--- src/rtl/token_encoder.sv ---
// token_encoder
//
// Walks a zero-separated character string held in an external input memory.
// Each non-empty word is looked up in a fixed-slot vocabulary memory. Every
// word produces one token index in an output memory: the index of the lowest
// matching slot, or the UNK token (all ones) when no slot matches.
// Both memories are synchronous-read with one cycle of latency. An address is
// driven in an *_A state and the returned data is consumed in the matching
// *_D state.
//
// Ports
//   clk, rst_n    : rising-edge clock, asynchronous active-low reset
//   start, in_len : one-cycle run request and text length (sampled together)
//   in_addr       : input memory read address
//   in_data       : input memory read data
//   voc_addr      : vocabulary read address (slot v, char k at v*MAX_WORD_LEN+k)
//   voc_data      : vocabulary read data
//   out_we        : output memory write strobe, one cycle per token
//   out_addr      : output memory write address
//   out_data      : output memory write data (the token)
//   busy          : high while a run is in progress
//   done          : high after a run completes, until the next accepted start
//   token_count   : number of tokens written in this run
//   unk_count     : number of UNK tokens written in this run
module token_encoder #(
    parameter int DATA_WIDTH    = 8,
    parameter int ADDR_WIDTH    = 8,
    parameter int VOCAB_ENTRIES = 16,
    parameter int MAX_WORD_LEN  = 4,
    parameter int TOKEN_WIDTH   = $clog2(VOCAB_ENTRIES) + 1,
    parameter int VADDR_WIDTH   = $clog2(VOCAB_ENTRIES * MAX_WORD_LEN)
) (
    input  logic                   clk,
    input  logic                   rst_n,
    input  logic                   start,
    input  logic [ADDR_WIDTH-1:0]  in_len,
    output logic [ADDR_WIDTH-1:0]  in_addr,
    input  logic [DATA_WIDTH-1:0]  in_data,
    output logic [VADDR_WIDTH-1:0] voc_addr,
    input  logic [DATA_WIDTH-1:0]  voc_data,
    output logic                   out_we,
    output logic [ADDR_WIDTH-1:0]  out_addr,
    output logic [TOKEN_WIDTH-1:0] out_data,
    output logic                   busy,
    output logic                   done,
    output logic [ADDR_WIDTH-1:0]  token_count,
    output logic [ADDR_WIDTH-1:0]  unk_count
);

    // The text position is one bit wider than the address, so that
    // ws + wlen + 1 can step past the last character without wrapping.
    localparam int PW = ADDR_WIDTH + 1;
    localparam int KW = $clog2(MAX_WORD_LEN) + 1;
    localparam int VW = TOKEN_WIDTH;

    localparam logic [TOKEN_WIDTH-1:0] UNK    = '1;
    localparam logic [PW-1:0]          MWL_P  = PW'(MAX_WORD_LEN);
    localparam logic [KW-1:0]          K_LAST = KW'(MAX_WORD_LEN - 1);
    localparam logic [VW-1:0]          V_LAST = VW'(VOCAB_ENTRIES - 1);

    typedef enum logic [2:0] {
        IDLE   = 3'd0,
        SCAN_A = 3'd1,
        SCAN_D = 3'd2,
        CMP_A  = 3'd3,
        CMP_D  = 3'd4,
        WRITE  = 3'd5,
        DONE   = 3'd6
    } state_t;

    state_t                 state_q, state_d;
    logic [ADDR_WIDTH-1:0]  len_q, len_d;
    logic [PW-1:0]          ws_q, ws_d;
    logic [PW-1:0]          wlen_q, wlen_d;
    logic [VW-1:0]          v_q, v_d;
    logic [KW-1:0]          k_q, k_d;
    logic [TOKEN_WIDTH-1:0] token_q, token_d;
    logic [ADDR_WIDTH-1:0]  tcnt_q, tcnt_d;
    logic [ADDR_WIDTH-1:0]  ucnt_q, ucnt_d;
    logic [ADDR_WIDTH-1:0]  in_addr_q;
    logic [VADDR_WIDTH-1:0] voc_addr_q;

    logic [PW-1:0]          scan_pos;
    logic [PW-1:0]          len_ext;
    logic [DATA_WIDTH-1:0]  exp_char;
    logic                   end_word;

    assign scan_pos = ws_q + wlen_q;
    assign len_ext  = {1'b0, len_q};
    // Vocabulary slots are zero-padded, so the character positions past the
    // end of the word must compare against zero.
    assign exp_char = (PW'(k_q) < wlen_q) ? in_data : '0;

    always_ff @(posedge clk or negedge rst_n) begin
        if (!rst_n) begin
            state_q    <= IDLE;
            len_q      <= '0;
            ws_q       <= '0;
            wlen_q     <= '0;
            v_q        <= '0;
            k_q        <= '0;
            token_q    <= '0;
            tcnt_q     <= '0;
            ucnt_q     <= '0;
            in_addr_q  <= '0;
            voc_addr_q <= '0;
        end else begin
            state_q    <= state_d;
            len_q      <= len_d;
            ws_q       <= ws_d;
            wlen_q     <= wlen_d;
            v_q        <= v_d;
            k_q        <= k_d;
            token_q    <= token_d;
            tcnt_q     <= tcnt_d;
            ucnt_q     <= ucnt_d;
            in_addr_q  <= in_addr;
            voc_addr_q <= voc_addr;
        end
    end

    always_comb begin
        state_d  = state_q;
        len_d    = len_q;
        ws_d     = ws_q;
        wlen_d   = wlen_q;
        v_d      = v_q;
        k_d      = k_q;
        token_d  = token_q;
        tcnt_d   = tcnt_q;
        ucnt_d   = ucnt_q;
        // Read addresses hold their last driven value outside the *_A states.
        in_addr  = in_addr_q;
        voc_addr = voc_addr_q;
        out_we   = 1'b0;
        end_word = 1'b0;

        case (state_q)
            IDLE, DONE: begin
                if (start) begin
                    len_d   = in_len;
                    ws_d    = '0;
                    wlen_d  = '0;
                    tcnt_d  = '0;
                    ucnt_d  = '0;
                    state_d = SCAN_A;
                end
            end
            SCAN_A: begin
                if (scan_pos == len_ext) begin
                    end_word = 1'b1;
                end else begin
                    in_addr = scan_pos[ADDR_WIDTH-1:0];
                    state_d = SCAN_D;
                end
            end
            SCAN_D: begin
                if (in_data == '0) begin
                    end_word = 1'b1;
                end else begin
                    wlen_d  = wlen_q + 1'b1;
                    state_d = SCAN_A;
                end
            end
            CMP_A: begin
                voc_addr = VADDR_WIDTH'(v_q) * VADDR_WIDTH'(MAX_WORD_LEN)
                         + VADDR_WIDTH'(k_q);
                in_addr  = ADDR_WIDTH'(ws_q + PW'(k_q));
                state_d  = CMP_D;
            end
            CMP_D: begin
                if (exp_char != voc_data) begin
                    if (v_q == V_LAST) begin
                        token_d = UNK;
                        state_d = WRITE;
                    end else begin
                        v_d     = v_q + 1'b1;
                        k_d     = '0;
                        state_d = CMP_A;
                    end
                end else if (k_q == K_LAST) begin
                    token_d = v_q;
                    state_d = WRITE;
                end else begin
                    k_d     = k_q + 1'b1;
                    state_d = CMP_A;
                end
            end
            WRITE: begin
                out_we = 1'b1;
                tcnt_d = tcnt_q + 1'b1;
                if (token_q == UNK) begin
                    ucnt_d = ucnt_q + 1'b1;
                end
                // Skip the word and the separator that follows it.
                ws_d    = scan_pos + 1'b1;
                wlen_d  = '0;
                state_d = ((scan_pos + 1'b1) >= len_ext) ? DONE : SCAN_A;
            end
            default: begin
                state_d = IDLE;
            end
        endcase

        if (end_word) begin
            if (wlen_q == '0) begin
                // Leading, trailing or repeated separator: no token.
                ws_d    = ws_q + 1'b1;
                state_d = ((ws_q + 1'b1) >= len_ext) ? DONE : SCAN_A;
            end else if (wlen_q > MWL_P) begin
                // A word longer than any slot can never match.
                token_d = UNK;
                state_d = WRITE;
            end else begin
                v_d     = '0;
                k_d     = '0;
                state_d = CMP_A;
            end
        end
    end

    assign busy        = (state_q != IDLE) && (state_q != DONE);
    assign done        = (state_q == DONE);
    assign out_addr    = tcnt_q;
    assign out_data    = token_q;
    assign token_count = tcnt_q;
    assign unk_count   = ucnt_q;

endmodule

--- config.mk ---
export PLATFORM = sky130hd
export DESIGN_NAME = token_encoder
export DESIGN_NICKNAME = d
export VERILOG_FILES = /design/src/rtl/token_encoder.sv
export SDC_FILE = /design/constraint.sdc
export NUM_CORES = 1
export LEC_CHECK = 0
export CORE_MARGIN = 2
export CORE_UTILIZATION = 50
export CTS_BUF_LIST = sky130_fd_sc_hd__clkbuf_16
export DETAILED_ROUTE_END_ITERATION = 7
export GPL_TIMING_DRIVEN = 0
export PLACE_DENSITY_LB_ADDON = 0.12
export SYNTH_ARGS = -nofsm -noshare
export SYNTH_HDL_FRONTEND = slang
export SYNTH_SLANG_ARGS = --single-unit
--- constraint.sdc ---
create_clock -name clk -period 11.87 [get_ports clk]
set_input_delay 2.374 -clock clk [delete_from_list [all_inputs] [get_ports clk]]
set_output_delay 2.374 -clock clk [all_outputs]
set_load 0.05 [all_outputs]
* Yosys cells after proc, flatten, opt, wreduce, memory -nomap -nowiden
Index checks and enable logic that the tools add are counted.
** Cells by class
- $add $sub $neg :: 10
- Magnitude comparators :: 4
- Eq/ne operators :: 18
- Muxes and demuxes :: 51
- Reduce and logical (&&, ||, !) cells :: 13
** Operator list (count)
- 5-bit two-way mux :: 13
- 3-bit two-way mux :: 18
- 8-bit case mux with 2 select lines :: 3
- 9-bit two-way mux :: 5
- 8-bit two-way mux :: 4
- 9-bit by 1-bit adder with 9-bit output, second input constant :: 3
- 9-bit case mux with 3 select lines :: 1
- 9-bit by 8-bit greater-or-equal comparator with 1-bit output :: 2
- 3-bit case mux with 6 select lines :: 1
- 9-bit case mux with 2 select lines :: 1
- 8-bit by 1-bit adder with 8-bit output, second input constant :: 2
- 3-bit != test, second input constant :: 4
- 9-bit adder :: 1
- 3-bit by 2-bit == test with 1-bit output, second input constant :: 3
- 3-bit == test, second input constant :: 3
- 9-bit by 8-bit == test with 1-bit output :: 1
- 9-bit by 3-bit > comparator with 1-bit output, second input constant :: 1
- 9-bit logical NOT :: 1
- 3-bit by 9-bit less-than comparator with 1-bit output :: 1
- 3-bit AND reduction :: 3
- 8-bit by 3-bit adder with 8-bit output :: 1
- 8-bit logical NOT :: 1
- 8-bit != test :: 1
- 6-bit by 3-bit adder with 6-bit output :: 1
- 15 further kinds :: 21
** Storage, ports and cells
- Register bits :: 72
- Input bits :: 27
- Output and inout bits :: 46
- Logic and storage cells :: 107

* Depth between registers and ports, before layout
Gate-level depths: netlist of run 1.
- Word-level depth :: 8
- Mapped depth :: 17
- Gate-level depth less buffers :: 17

* Worst setup path before layout of run 1
Ideal clock, no wire load.
- Kind :: reg-to-output
- Start :: register ws_q[2]
- End :: output in_addr[0]
- Arrival :: 3.508 ns
- Data required time :: 9.496 ns
- Path slack :: 5.988 ns
- Stages on the path, launching flop included :: 11
- Buffers on the path :: 1
- Cell sequence :: dfrtp_1 ha_1 or2_2 and3_4 buf_6 a311oi_4 xor2_4 xnor2_2 nor2_1 a21oi_1 a2bb2oi_1
** On the way
- Cells in the longest elaborated chain, start to end :: 4
** Ends and longest elaborated chain
- start, declared :: line 73 : logic [PW-1:0] ws_q, ws_d;
- start signal, assigned :: line 110 : ws_q <= ws_d;
- 9-bit adder :: line 88 : assign scan_pos = ws_q + wlen_q;
- 9-bit by 8-bit == test with 1-bit output :: line 150 : if (scan_pos == len_ext) begin
- 8-bit two-way mux :: line 150
- 8-bit case mux with 2 select lines :: line 138 : case (state_q)
- end, declared :: line 37 : output logic [ADDR_WIDTH-1:0] in_addr,
Every way passes these cells.

* Worst setup path in the final report of run 1
- Start :: register ws_q[0]
- End :: output in_addr[1]
** On the way
- Cells in the longest elaborated chain, start to end :: 4
- Elaborated cells between the ends (all ways) :: 5
- Those cells by class :: 2 x add/sub; 1 x eq/ne; 2 x mux
** Ends and longest elaborated chain (line)
- 9-bit adder :: 88
- 9-bit by 8-bit == test with 1-bit output :: 150
- 8-bit two-way mux :: 150
- 8-bit case mux with 2 select lines (*) :: 138
Mark *: on every way between the ends. The rest lies on a longest branch, timed or not.

==> results of run 1 <==
[worst max-delay path by stage]
stage / start / to / slack [ns] / cells after the start
floorplan: ws_q[2] / in_addr[0] / 5.99 / 10
global placement: ws_q[0] / in_addr[3] / 4.92 / 12
detailed placement: ws_q[0] / in_addr[1] / 4.92 / 12
CTS: ws_q[0] / in_addr[1] / 4.52 / 12
global route: ws_q[0] / in_addr[3] / 4.24 / 12
finish: ws_q[0] / in_addr[1] / 4.39 / 12
[through the flow]
stage | util (%) | area (sq um)
finish | 63.7 | 6610
global route | 63.7 | 6610
CTS | 63.7 | 6610
detailed placement | 60.6 | 6280
global placement | 60.3 | 6260
floorplan | - | 5370
[power groups by stage]
stage	clock (W)	sequential [W]	combinational, W
floorplan	0	0.000351	0.000489
detailed placement	0	0.000350	0.000712
global route	0.000315	0.000354	0.000779
CTS	0.000304	0.000347	0.000722
global placement	0	0.000348	0.000697
finish	0.000301	0.000348	0.000721
[layout make-up]
type / instances / share of cell area (%)
Multi-Input combinational cell: 474 / 49.9
Clock buffer: 9 / 3.41
Buffer: 34 / 2.67
Sequential cell: 72 / 27.3
Timing Repair Buffer: 73 / 11.3
Tap cell: 136 / 2.58
Clock inverter: 7 / 1.53
Inverter: 24 / 1.36
[cells in the mapped netlist (3+ instances only)]
master	count	area, sq um
nand3_1	22	110
nor2_1	53	199
xnor2_1	25	219
mux2_4	6	90.1
a21oi_1	20	100
xor2_1	26	228
nor2b_1	11	68.8
o31ai_1	6	45.0
a21o_1	4	30.0
ha_1	39	488
inv_1	24	90.1
o211ai_1	3	22.5
nand2_1	66	248
mux2_2	5	56.3
nand4_1	14	87.6
nor3_1	13	65.1
nor3b_1	3	22.5
dfrtp_1	72	1800
or3_1	3	18.8
mux2i_1	8	80.1
or2_2	4	25.0
a22oi_1	5	37.5
nor4_1	4	25.0
o21a_1	6	45.0
o32ai_1	7	61.3
a22o_1	5	43.8
clkbuf_1	20	75.1
o21ai_0	38	190
buf_2	3	15.0
and3_1	7	43.8
buf_4	8	60.1
nand2b_1	6	37.5
a211oi_1	4	30.0
a31oi_1	5	31.3
o22ai_1	13	81.3
[sequential cells by signal, indices dropped and copies added, names as in the netlist]
signal	cells
wlen_q	9
k_q	3
in_addr_q	8
ws_q	9
unk_count	8
len_q	8
out_data	5
out_addr	8
voc_addr_q	6
v_q	5
state_q	3
[metal layers]
metal	track usage, %	share of wire, %	vias up
met2	42.5	47	161
li1	-	-	2348
met5	0	0	-
met3	4.00	5.8	21
met4	7.78	1.7	0
met1	36.1	45	2360
[critical path, stage by stage, from the launching register on]
cell	delay (ns)
dfrtp_1	0.57
ha_1	0.25
inv_1	0.06
fa_1	0.40
nor2b_1	0.30
o2111a_1	0.21
o21ai_0	0.12
xnor2_1	0.49
nand4_1	0.50
nor2_1	0.53
a21oi_1	0.20
o22ai_1	0.26
clkdlybuf4s50_1	0.86
[cells by family after synthesis]
family                     synth area share [%]
adders and majority gates                  9.84
buffers and inverters                      4.97
and+or+nand+nor                            19.8
DFF                                        33.6
muxes                                      4.22
xor gates and xnor gates                   9.56
AOI/OAI and AO/OA                          18.0
==> run metrics, run 1 <==
outcome=finished clean; Logic pwr share=52.6%; global-route wire length before repair=23900 um; antenna violations before repair=0; Clock Skew=0.00531 ns; Slew @ Worst Pin=1.35 ns; Post-synth EDFFs=0; grt total ovfl=0; fill count=921; fmax=0.134 GHz; Crit Path Class=register to primary output; Total Neg Setup Slack=0 ns; DRT Wirelength=14600 um; clk sinks=72; maxcap violations=0; Nets=756; vias per std cell=5.90; area grow syn2layout=23.2%; Seq/Total Area, Yosys=33.6%; Register Area=1800 sq um; LEAKAGE=3.04 nW; Yosys reg bits=72; n_diodes=0; antenna viol nets, final=0; post-route setup slack=4.39 ns; Post-Syn Area per Cell=8.88 sq um; hold path depth=1; RSZ-0062 raised after global routing=false; Sw Pwr=0.000623 W; max-slew violation count=0; initial drt markers=230; Max-Slew Margin vs Limit=9.19%; Internal=0.000748 W; num rows=37; drt pass-1 iters=8; power density cells=207 nW/um^2; clk root buf=clkbuf_16; Initial Util=51.7%; pin count of the biggest net entering global routing=71; CP Max Fanout=7; Post-CTS Hold Fix Bufs=0; CTS Buf Count=9; area of the multi-input gates=3300 sq um; full die area=11600 sq um; Worst EP arrival=5.10 ns; Die H=108 um; via count=4890; WHS=0.496 ns; DRC Markers=0; Synth Flop Type=dfrtp_1; Final Non-Filler Cells=829; pre-CTS WS=4.92 ns; clock share of power=22.0%; most frequent cells in the layout=72 x dfrtp_1, 71 x clkdlybuf4s50_1, 66 x nand2_1; Post-synth ARST share=100%; chip width=108 um; Worst R2R Setup Slack=7.13 ns; I/O pins=73; core area=10400 sq um; input/output buffers=72; hpwl dp=10700 um; Hold Path End=voc_addr_q[0]; vias in the first global route=4760; Hold Violations, Final=0; mapped cell area=5370 sq um; Longest Clk Path Bufs=2; Reg clk slew, reported paths=0.06 ns; Flop pwr share=25.4%; post-synth cell types=71; Setup Viol. Count Final=0; ratio of final minimum period to clock period=63.0%; Cells after Synth=604; Resize count post-CTS=0; min cycle time layout=7.48 ns; Placer Congestion=0.904; share of cells above drive strength 1=8.08%; reg-to-reg endpoint=state_q[2]; r2r worst-path depth=14; CTS tree=done; setup bufs post-CTS=0; Reg-to-Reg Start=ws_q[0]; Peak supply drop=0.186 mV; routed len/inst=17.6 um; commonest non-fill, non-tap cell in the layout=dfrtp_1; Sw Ratio=45.4%; DP Cell Count=813; CP endpoint kind=primary output; Total Power=0.00137 W; required time of the critical path=9.50 ns; syn_nets=672; CTS H-Tree Depth=3; global-route usage over all layers=26.2%; CP startpoint kind=register; Synth Warn #=0; hold path startpoint=voc_addr_q[0]; Worst-Skew Late Latency=0.34 ns; Worst Hold Class=register to register
Note: power is estimated with default switching activity, not from simulation.
==> inputs of run 2 (changes only) <==
==> constraint.sdc (replaced) <==
create_clock -name clk -period 6.9 [get_ports clk]
set_input_delay 1.38 -clock clk [delete_from_list [all_inputs] [get_ports clk]]
set_output_delay 1.38 -clock clk [all_outputs]
set_load 0.05 [all_outputs]
==> results of run 2 <==
Same layout as run 1 (identical final DEF). Status: finished clean.
Main changes from that run: setup slack after placement 4.92 ns -> 0.946 ns; setup slack after layout 4.39 ns -> 0.415 ns; register-to-register setup slack 7.13 ns -> 2.16 ns; total power 0.00137 W -> 0.00236 W; worst IR drop on VDD 0.186 mV -> 0.320 mV
==> inputs of run 3 (changes only) <==
--- a/config.mk
+++ b/config.mk
@@ -5,8 +5,9 @@
 export SDC_FILE = /design/constraint.sdc
 export NUM_CORES = 1
 export LEC_CHECK = 0
+export ABC_AREA = 1
 export CORE_MARGIN = 2
-export CORE_UTILIZATION = 50
+export CORE_UTILIZATION = 56
 export CTS_BUF_LIST = sky130_fd_sc_hd__clkbuf_16
 export DETAILED_ROUTE_END_ITERATION = 7
 export GPL_TIMING_DRIVEN = 0
==> run metrics, run 3 <==
I/O pins=73 (unchanged); clk root buf=clkbuf_16; commonest non-fill, non-tap cell in the layout=nand2_1; DRT Wirelength=14600 um (+0.45%); Yosys top cell by area=dfrtp_1; Post-synth ARST share=100% (unchanged); drt pass-1 iters=5 (-3); Peak supply drop=0.299 mV; setup bufs post-CTS=0 (unchanged); Setup Viol. Count Final=0 (unchanged); RSZ-0062 raised after global routing=false; Initial Util=57.0% (+5.3 points); Post-Syn Area per Cell=7.05 sq um (-21%); syn_nets=851 (+27%); ratio of final minimum period to clock period=81.4%; Placer Congestion=0.933 (+3.1%); WHS=0.472 ns (-0.0246 ns); antenna violations before repair=0 (unchanged); Synth Flop Type=dfrtp_1; required time of the critical path=5.52 ns; clk sinks=72 (unchanged); core area=9680 sq um (-6.6%); CP Max Fanout=10 (+3); top-count cell post-synth=nand2_1; initial drt markers=349 (+52%); input/output buffers=72 (unchanged); Max-Slew Margin vs Limit=45.0% (+36 points); Cells after Synth=783 (+30%); vias in the first global route=5155 (+8.3%); share of cells above drive strength 1=8.61% (+0.53 points); Post-synth top cells=204 x nand2_1, 107 x inv_1, 72 x dfrtp_1; full die area=10700 sq um (-7.8%); Worst-Skew Late Latency=0.34 ns (about the same); max-slew violation count=0 (unchanged); maxcap violations=0 (unchanged); via count=5472 (+12%); Reg clk slew, reported paths=0.06 ns (about the same); routed len/inst=14.6 um (-17%); post-synth top area share=32.6% (-0.97 points); Largest regs=wlen_q: 9 flops, ws_q: 9 flops; Synth Warn #=0 (unchanged); CTS H-Tree Depth=3 (unchanged); chip width=103 um (-4.0%); CP endpoint kind=primary output; antenna viol nets, final=0 (unchanged); global-route usage over all layers=28.8% (+2.6 points); Resize count post-CTS=0 (unchanged); num rows=36 (-2.7%); LEAKAGE=3.37 nW (+11%); Crit Path Class=register to primary output; grt total ovfl=0 (unchanged); CTS Buf Count=9 (unchanged); CTS tree=done; Post-CTS Hold Fix Bufs=0 (unchanged); outcome=finished clean; Clock Skew=0.00715 ns (+0.00185 ns); area grow syn2layout=21.3%; n_diodes=0 (unchanged); DRC Markers=0 (unchanged); post-synth cell types=44 (-38%); Worst EP arrival=4.23 ns (-0.87 ns); Total Neg Setup Slack=0 ns (unchanged); fmax=0.178 GHz; Seq/Total Area, Yosys=32.6% (-0.97 points); Nets=935 (+24%); vias per std cell=5.45 (-7.6%); global-route wire length before repair=23700 um (-0.61%); power density cells=384 nW/um^2; Longest Clk Path Bufs=2 (unchanged); min cycle time layout=5.61 ns; Synth area leaders=dfrtp_1 33%, nand2_1 14%, ha_1 8.8%; hpwl dp=11200 um (+4.5%); Slew @ Worst Pin=0.822 ns (-0.523 ns); Post-synth EDFFs=0 (unchanged); Worst Hold Class=register to register; CP startpoint kind=register; mapped cell area=5520 sq um (+3.0%); most frequent cells in the layout=204 x nand2_1, 108 x inv_1, 72 x dfrtp_1; pin count of the biggest net entering global routing=70 (-1.4%); Yosys reg bits=72 (unchanged); Die H=103 um (-4.0%); Hold Violations, Final=0 (unchanged)
==> run 3: changes by cell type after synthesis, moves of 10 or more <==
cell	delta
inv_1	+83
a21oi_1	+16
clkbuf_1	-14
nor3_1	+10
o21ai_0	+14
xor2_1	-13
nand3_1	+36
nand2_1	+138
xnor2_1	-22
nor2b_1	-11
==> run 3: where the power goes <==
part	switching [W]	internal, W	leakage [nW]
Combinational	0.00101	0.000494	2.28
Clock	0.000181	0.000240	0.132
Sequential	0.000112	0.000534	0.955
==> run 3: stage by stage <==
stage | util (%) | setup WS [ns] | power, W | instance area, sq um | std cells
floorplan | - | 2.31 | 0.00170 | 5520 | 783
global placement | 66.2 | 1.75 | 0.00210 | 6410 | 988
detailed placement | 66.5 | 1.73 | 0.00214 | 6440 | 989
CTS | 69.2 | 1.30 | 0.00257 | 6700 | 1004
global route | 69.2 | 1.13 | 0.00276 | 6700 | 1004
finish | 69.2 | 1.29 | 0.00258 | 6700 | 1004
==> run 3: path summary, 6_finish.rpt <==
path                               start            end  slack, ns  cells past startpoint
max reg2reg                      ws_q[0]     state_q[1]       2.69                     20
max                              ws_q[0]     in_addr[1]       1.29                     16
min                        voc_addr_q[2]  voc_addr_q[2]       0.47                      2
min in group asynchronous          rst_n       len_q[6]       0.84                      1
min reg2reg                voc_addr_q[2]  voc_addr_q[2]       0.47                      2
max in group asynchronous          rst_n         v_q[3]       5.53                      2
==> run 3: area by class of cell <==
type / instances / area, sq um
clock inverters: 6 / 38.8
multi-input cells: 575 / 3160
fillers: 850 / 2980
flip-flops and latches: 72 / 1800
well taps: 133 / 166
plain buffers: 20 / 128
inverters: 116 / 435
clock buffers: 9 / 225
repair buffers: 73 / 746
==> run 3: layer usage <==
metal | up-vias | part of all wire [%] | global-route usage (%)
li1 | 2735 | - | -
met1 | 2527 | 45 | 38.1
met2 | 180 | 47 | 47.2
met3 | 30 | 6.2 | 4.91
met4 | 0 | 2.5 | 11.3
met5 | - | 0 | 0
==> run 3: kinds of logic (layout without fill, tap and decap cells) <==
| group | Yosys count | after routing | share of synthesized area (%) |
|---|---|---|---|
| XOR/XNOR | 16 | 16 | 2.54 |
| buffers and inverters | 136 | 224 | 10.2 |
| multiplexers | 2 | 2 | 0.408 |
| AND/OR/NAND/NOR | 402 | 402 | 33.4 |
| AO/OA/AOI/OAI | 114 | 114 | 11.3 |
| adder cells (fa/ha/maj) | 41 | 41 | 9.56 |
| flip-flops | 72 | 72 | 32.6 |
==> run 3: critical path, cell delays in order, from the launching register on <==
cell	delay, ns
dfrtp_1	0.53
ha_1	0.27
inv_1	0.07
fa_1	0.41
xnor2_1	0.35
inv_2	0.12
nand2_1	0.08
nand2_1	0.05
nor2_1	0.08
nand2_1	0.06
nor2_2	0.12
nand4_2	0.12
nor2_4	0.29
buf_4	0.24
o211ai_1	0.10
nand3_1	0.18
clkdlybuf4s50_1	0.82
